<file path="src/rtl/ovf_writeback_stage_pkg.sv">
// Shared constants and payload types for the overflow-aware writeback stage.
package ovf_writeback_stage_pkg;

  localparam logic [4:0] OP_RTYPE = 5'b00000;
  localparam logic [4:0] OP_ADDI  = 5'b00101;

  localparam logic [1:0] RSTATUS_ADD  = 2'd1;
  localparam logic [1:0] RSTATUS_ADDI = 2'd2;
  localparam logic [1:0] RSTATUS_SUB  = 2'd3;

  localparam int unsigned STATUS_REG_DEF = 30;
  localparam int unsigned REG_W          = 5;

  // Classified register-file write metadata, stored alongside the data word.
  typedef struct packed {
    logic             needs_write;
    logic [REG_W-1:0] wreg;
  } wb_meta_t;

  localparam int unsigned META_W = $bits(wb_meta_t);

endpackage

</file>
<file path="src/rtl/ovf_writeback_stage_wb_fifo2.sv">
// Two-entry in-order FIFO whose head entry sits in its own register.
module wb_fifo2 #(
  parameter int unsigned WIDTH = 8
) (
  input  logic             clock,
  input  logic             reset,
  input  logic             push_i,
  input  logic             pop_i,
  input  logic [WIDTH-1:0] data_i,
  output logic [WIDTH-1:0] head_o,
  output logic             head_valid_o,
  output logic [1:0]       count_o
);

  logic [WIDTH-1:0] head_q, head_d;
  logic [WIDTH-1:0] tail_q, tail_d;
  logic [1:0]       count_q, count_d;

  always_ff @(posedge clock or negedge reset) begin
    if (!reset) begin
      head_q  <= '0;
      tail_q  <= '0;
      count_q <= 2'd0;
    end else begin
      head_q  <= head_d;
      tail_q  <= tail_d;
      count_q <= count_d;
    end
  end

  // A push into a full buffer is dropped; the producer is expected to honour ready.
  always_comb begin
    head_d  = head_q;
    tail_d  = tail_q;
    count_d = count_q;
    case (count_q)
      2'd0: begin
        if (push_i) begin
          head_d  = data_i;
          count_d = 2'd1;
        end
      end
      2'd1: begin
        if (push_i && pop_i) begin
          head_d = data_i;
        end else if (push_i) begin
          tail_d  = data_i;
          count_d = 2'd2;
        end else if (pop_i) begin
          count_d = 2'd0;
        end
      end
      default: begin
        if (pop_i) begin
          head_d  = tail_q;
          count_d = 2'd1;
        end
      end
    endcase
  end

  assign head_o       = head_q;
  assign head_valid_o = (count_q != 2'd0);
  assign count_o      = count_q;

endmodule

</file>
<file path="src/rtl/ovf_writeback_stage.sv">
// Writeback stage: classifies execute results into normal or status-register writes,
// buffers them two deep against a busy write port, and tracks overflow events.
module ovf_writeback_stage
  import ovf_writeback_stage_pkg::*;
#(
  parameter int unsigned DATA_W     = 32,
  parameter int unsigned CNT_W      = 8,
  parameter int unsigned STATUS_REG = STATUS_REG_DEF
) (
  input  logic              clock,
  input  logic              reset,
  input  logic              in_valid,
  output logic              in_ready,
  input  logic [4:0]        opcode,
  input  logic [4:0]        rd,
  input  logic [DATA_W-1:0] alu_result,
  input  logic              overflow,
  input  logic              check_ovf,
  input  logic [1:0]        rstatus,
  input  logic              rf_ready,
  output logic              ctrl_writeEnable,
  output logic [4:0]        ctrl_writeReg,
  output logic [DATA_W-1:0] data_writeReg,
  input  logic              clear_status,
  output logic              ovf_sticky,
  output logic [CNT_W-1:0]  ovf_count
);

  localparam int unsigned ENTRY_W = META_W + DATA_W;

  logic               exc_c;
  logic               push_c;
  logic               pop_c;
  wb_meta_t           push_meta_c;
  logic [DATA_W-1:0]  push_data_c;
  logic [ENTRY_W-1:0] head_entry;
  wb_meta_t           head_meta;
  logic               head_valid;
  logic [1:0]         fifo_count;

  logic               sticky_q, sticky_d;
  logic [CNT_W-1:0]   cnt_q, cnt_d;

  // Decide the register-file write at push time so the buffer holds final writes.
  always_comb begin
    exc_c       = check_ovf & overflow;
    push_meta_c = '0;
    push_data_c = '0;
    if (exc_c) begin
      push_meta_c.needs_write = 1'b1;
      push_meta_c.wreg        = REG_W'(STATUS_REG);
      push_data_c             = DATA_W'(rstatus);
    end else if ((opcode == OP_RTYPE) || (opcode == OP_ADDI)) begin
      push_meta_c.needs_write = (rd != 5'd0);
      push_meta_c.wreg        = rd;
      push_data_c             = alu_result;
    end
  end

  assign in_ready = (fifo_count < 2'd2);
  assign push_c   = in_valid & in_ready;
  assign pop_c    = head_valid & (rf_ready | ~head_meta.needs_write);

  wb_fifo2 #(
    .WIDTH(ENTRY_W)
  ) u_fifo (
    .clock       (clock),
    .reset       (reset),
    .push_i      (push_c),
    .pop_i       (pop_c),
    .data_i      ({push_meta_c, push_data_c}),
    .head_o      (head_entry),
    .head_valid_o(head_valid),
    .count_o     (fifo_count)
  );

  assign head_meta        = wb_meta_t'(head_entry[ENTRY_W-1:DATA_W]);
  assign ctrl_writeEnable = head_valid & head_meta.needs_write;
  assign ctrl_writeReg    = head_meta.wreg;
  assign data_writeReg    = head_entry[DATA_W-1:0];

  always_ff @(posedge clock or negedge reset) begin
    if (!reset) begin
      sticky_q <= 1'b0;
      cnt_q    <= '0;
    end else begin
      sticky_q <= sticky_d;
      cnt_q    <= cnt_d;
    end
  end

  // An overflow event in the same cycle as a clear restarts the count at one.
  always_comb begin
    sticky_d = sticky_q;
    cnt_d    = cnt_q;
    if (push_c && exc_c) begin
      sticky_d = 1'b1;
      if (clear_status) begin
        cnt_d = CNT_W'(1);
      end else if (!(&cnt_q)) begin
        cnt_d = cnt_q + CNT_W'(1);
      end
    end else if (clear_status) begin
      sticky_d = 1'b0;
      cnt_d    = '0;
    end
  end

  assign ovf_sticky = sticky_q;
  assign ovf_count  = cnt_q;

endmodule

</file>
<file path="config.mk">
export PLATFORM = sky130hd
export DESIGN_NAME = ovf_writeback_stage
export DESIGN_NICKNAME = d
export VERILOG_FILES = /design/src/rtl/ovf_writeback_stage_pkg.sv /design/src/rtl/ovf_writeback_stage_wb_fifo2.sv /design/src/rtl/ovf_writeback_stage.sv
export SDC_FILE = /design/constraint.sdc
export NUM_CORES = 1
export LEC_CHECK = 0
export BUFFER_PORTS_ARGS = -buffer_cell sky130_fd_sc_hd__buf_4
export CAP_MARGIN = 5
export CORE_MARGIN = 10
export CORE_UTILIZATION = 40
export DETAILED_ROUTE_END_ITERATION = 10
export GPL_ROUTABILITY_DRIVEN = 0
export PLACE_DENSITY = 0.64
export SYNTH_ARGS = -nofsm -noshare
export SYNTH_HDL_FRONTEND = slang
export SYNTH_SLANG_ARGS = --single-unit
</file>
<file path="constraint.sdc">
create_clock -name clock -period 3.1 [get_ports clock]
set_clock_uncertainty 0.05 [all_clocks]
set_input_delay 0.31 -clock clock [delete_from_list [all_inputs] [get_ports clock]]
set_output_delay 0.31 -clock clock [all_outputs]
set_load 0.05 [all_outputs]
</file>
==> implementation parameters <==
Parameter                              Value

Power and ir drop
  Leakage power figure    2.154 nW
  PwrDens    470.1 nW/µm²
  IR Drop Worst-Case VDD    0.2717 mV

Placed design
  Post-detailed-placement half-perimeter wirelength    7047 µm
  Port bufs    98
  Number of placed instances with taps included    629

Synthesis
  Mean cell area of the mapped netlist    9.167 µm²
  Proportion of register bits with asynchronous set or reset after synthesis    1.000
  Area contributors post-synth    sky130_fd_sc_hd__dfrtp_1, sky130_fd_sc_hd__nand2_1, sky130_fd_sc_hd__buf_4
  Cell taking the most area after synthesis    sky130_fd_sc_hd__dfrtp_1
  Cell Area, Synth    4180 µm²
  Post-synthesis net count    508
  Sequential element share of the synthesized area    0.5208
  Count of cell types in the netlist    42
  Count of flip-flops with a built-in enable after synthesis    0
  Number of cells produced by synthesis    456
  Synth top cells by count    sky130_fd_sc_hd__nand2_1, sky130_fd_sc_hd__dfrtp_1, sky130_fd_sc_hd__o21ai_0
  Synthesis warning total    0
  Cell with the most instances after synthesis    sky130_fd_sc_hd__nand2_1
  Portion of synthesized cell area occupied by the leading cell type    0.5208
  Number of register bits inferred by synthesis    87
  Most used flip-flop cell after synthesis    sky130_fd_sc_hd__dfrtp_1

Layout
  P&R area growth vs syn    16.70%
  ANT cells    0
  Final-stage net count    556
  Post-layout instance count excluding filler cells    642
  Share of final-layout standard cells stronger than drive strength 1    0.2451
  Count of fill cells added during filler insertion    1,002
  Multi-input gate area in the final layout    1588 µm²
  Register area    2177 µm²

Critical path
  Crit path buffers/inverters    2
  Worst setup path category    register to register
  CP required    3.27 ns
  Worst setup EP type    register
  Sort of element at the start of the critical path    register
  Sequence of cells on the critical path    clkinv_1 > nand2b_2 > buf_4 > o21ai_0
  CP max stage cell    sky130_fd_sc_hd__dfrtp_1
  Max FO, Critical Path    32
  Critical path data arrival time    2.30 ns
  End of the worst register-to-register path    u_fifo.tail_q[18]$_DFFE_PN0P_
  Start of the worst register-to-register path    u_fifo.count_o[1]$_DFFE_PN0P_
  Largest stage delay on the critical path    0.57 ns
  Depth of the critical timing path with buffers and inverters included    4
  Register-to-register path setup slack    0.97 ns
  Cell class contributing the biggest share of worst-path delay    buffers and inverters
  Worst Reg-to-Reg Cells    4

Timing
  Final Max Tran Viols    0
  Final count of hold timing violations    0
  Peak Freq    469.8 MHz
  Setup violations, final    0
  Setup TNS after final layout    0 ns
  Final critical delay including setup and external delays    2.128 ns
  Final period utilization    0.6866
  Max-slew headroom    0.2633
  RSZ-0062 raised after global routing    no
  Transition time at the pin with the least slew margin    1.105 ns

Routing
  Vias per inst    5.067
  Detailed-routing iteration count for the pre-antenna-repair pass    4
  Vias    3,253
  Remaining DRCs    0
  Number of routed nets with antenna violations    0
  Number of DRC markers in iteration 0    201
  Total detailed-routing wirelength    10,120 µm
  Detailed-route wire length per cell    15.76 µm

Floorplan
  Die span in x    122.2 µm
  DIE HEIGHT    122.2 µm
  I/O Pins    99
  Core area    10,230 µm²
  Initial core utilization    0.4086
  DIE AREA    14,940 µm²
  Std cell rows    37

Clock network
  Clock transition at the registers of the reported paths    0.08 ns
  Count of H-tree levels built during CTS    3
  Count of clock tree sinks    87
  Clock insertion delay at the later pin of the skew report    0.35 ns
  Clock tree from TritonCTS    yes
  Clock buffers created by TritonCTS    9
  CTS Buffer Depth    2
  Post-CTS setup repair buffer count    0
  Post-cts gate resize count    0
  Root buf cell    sky130_fd_sc_hd__clkbuf_8
  CTS hold repair buffers    0

Global routing
  Number of global-route vias before repair    3,406
  Global-route wire length before repair    16,860 µm
  GR Util All Layers    0.1393
  Remaining global-route overflow    0
  Maximum number of pins on one net before global-route repair    88
  Number of antenna violations at the first check in global routing    0

Min path
  Type of the most critical hold path    primary input to async pin

Flow run
  Max-capacitance violation count    0

Run status
  Outcome    complete, no violations
## worst reg2reg max path, stage by stage, from the launching register on
cell and delay [ns]:
sky130_fd_sc_hd__dfrtp_1 0.57, sky130_fd_sc_hd__clkinv_1 0.33, sky130_fd_sc_hd__nand2b_2 0.53, sky130_fd_sc_hd__buf_4 0.38, sky130_fd_sc_hd__o21ai_0 0.14
## per-stage QoR
| stage | hold WS (ns) | area, µm² | power (mW) | utilization | setup slack (ns) |
|---|---|---|---|---|---|
| global placement | 0.4126 | 4727 | 1.644 | 0.4620 | 1.022 |
| CTS | 0.1218 | 4878 | 2.333 | 0.4768 | 0.9858 |
| global route | 0.1440 | 4878 | 2.416 | 0.4768 | 0.7044 |
| detailed placement | 0.4210 | 4727 | 1.654 | 0.4620 | 0.9854 |
| finish | 0.1310 | 4878 | 2.294 | 0.4768 | 0.9715 |
| floorplan | -0.03559 | 4180 | 1.515 | - | 1.293 |
## logic make-up (layout without fill, tap and decap cells)
group / after synthesis / after routing / share of synthesized area
AND/OR/NAND/NOR: 188 / 188 / 0.1996
AO/OA/AOI/OAI: 103 / 103 / 0.1574
flip-flops: 87 / 87 / 0.5208
buffers and inverters: 70 / 120 / 0.1039
XOR/XNOR: 5 / 5 / 0.01048
multiplexers: 2 / 2 / 0.004789
adder cells (fa/ha/maj): 1 / 1 / 0.002993
## area by class of cell
type / count / share of cell area
sequential: 87 / 0.4463
multi-input combinational: 299 / 0.3255
timing repair buffer: 104 / 0.1600
tap: 136 / 0.03488
clock buffer: 11 / 0.02898
inverter: 3 / 0.002308
clock inverter: 2 / 0.002052
## registers in the layout, summed over array words and instances, names as in the netlist
register and flops:
ovf_count 8, ovf_sticky 1, u_fifo.count_o 2, u_fifo.head_o 38, u_fifo.tail_q 38
## metal layers
metal / wire length (µm) / vias up / GRT usage
met3: 681 / 7 / 0.04040
li1: - / 1622 / -
met1: 4724 / 1536 / 0.1776
met4: 119 / 0 / 0.05744
met2: 4594 / 88 / 0.2177
met5: 0 / - / 0
## where the power goes
| group | switching (mW) | leakage [nW] | internal, mW |
|---|---|---|---|
| clock network | 0.370 | 0.0809 | 0.298 |
| logic | 0.250 | 0.883 | 0.126 |
| registers | 0.0417 | 1.19 | 1.21 |
| total | 0.662 | 2.15 | 1.63 |
## worst max path at each step
stage | from | endpoint
2_1_floorplan | ovf_count[0]$_DFFE_PN0P_ | ovf_count[5]$_DFFE_PN0P_
3_3_place_gp | rf_ready | u_fifo.head_o[24]$_DFFE_PN0P_
3_5_place_dp | rf_ready | u_fifo.head_o[20]$_DFFE_PN0P_
4_1_cts | u_fifo.count_o[1]$_DFFE_PN0P_ | u_fifo.tail_q[18]$_DFFE_PN0P_
5_1_grt | u_fifo.count_o[1]$_DFFE_PN0P_ | u_fifo.tail_q[19]$_DFFE_PN0P_
6_report | u_fifo.count_o[1]$_DFFE_PN0P_ | u_fifo.tail_q[18]$_DFFE_PN0P_
## cell usage in the layout (no fill, tap or decap), types with 2 or more instances in the layout
master	Yosys	final
sky130_fd_sc_hd__clkbuf_8	0	10
sky130_fd_sc_hd__a21oi_1	12	12
sky130_fd_sc_hd__o21ai_0	40	40
sky130_fd_sc_hd__and3_1	2	2
sky130_fd_sc_hd__dfrtp_1	87	87
sky130_fd_sc_hd__nand2_1	115	115
sky130_fd_sc_hd__o211ai_1	34	34
sky130_fd_sc_hd__xnor2_1	4	4
sky130_fd_sc_hd__clkinv_2	0	2
sky130_fd_sc_hd__nor2_1	17	17
sky130_fd_sc_hd__buf_4	37	104
sky130_fd_sc_hd__inv_1	2	2
sky130_fd_sc_hd__mux2i_1	2	2
sky130_fd_sc_hd__a31oi_1	2	2
sky130_fd_sc_hd__o21ai_1	5	5
sky130_fd_sc_hd__nand2b_2	0	2
sky130_fd_sc_hd__nor3_1	2	2
sky130_fd_sc_hd__nand3_1	36	36
sky130_fd_sc_hd__nor2b_1	3	3
sky130_fd_sc_hd__a211oi_1	3	3
No activity file was read; power rests on OpenSTA's default activity.
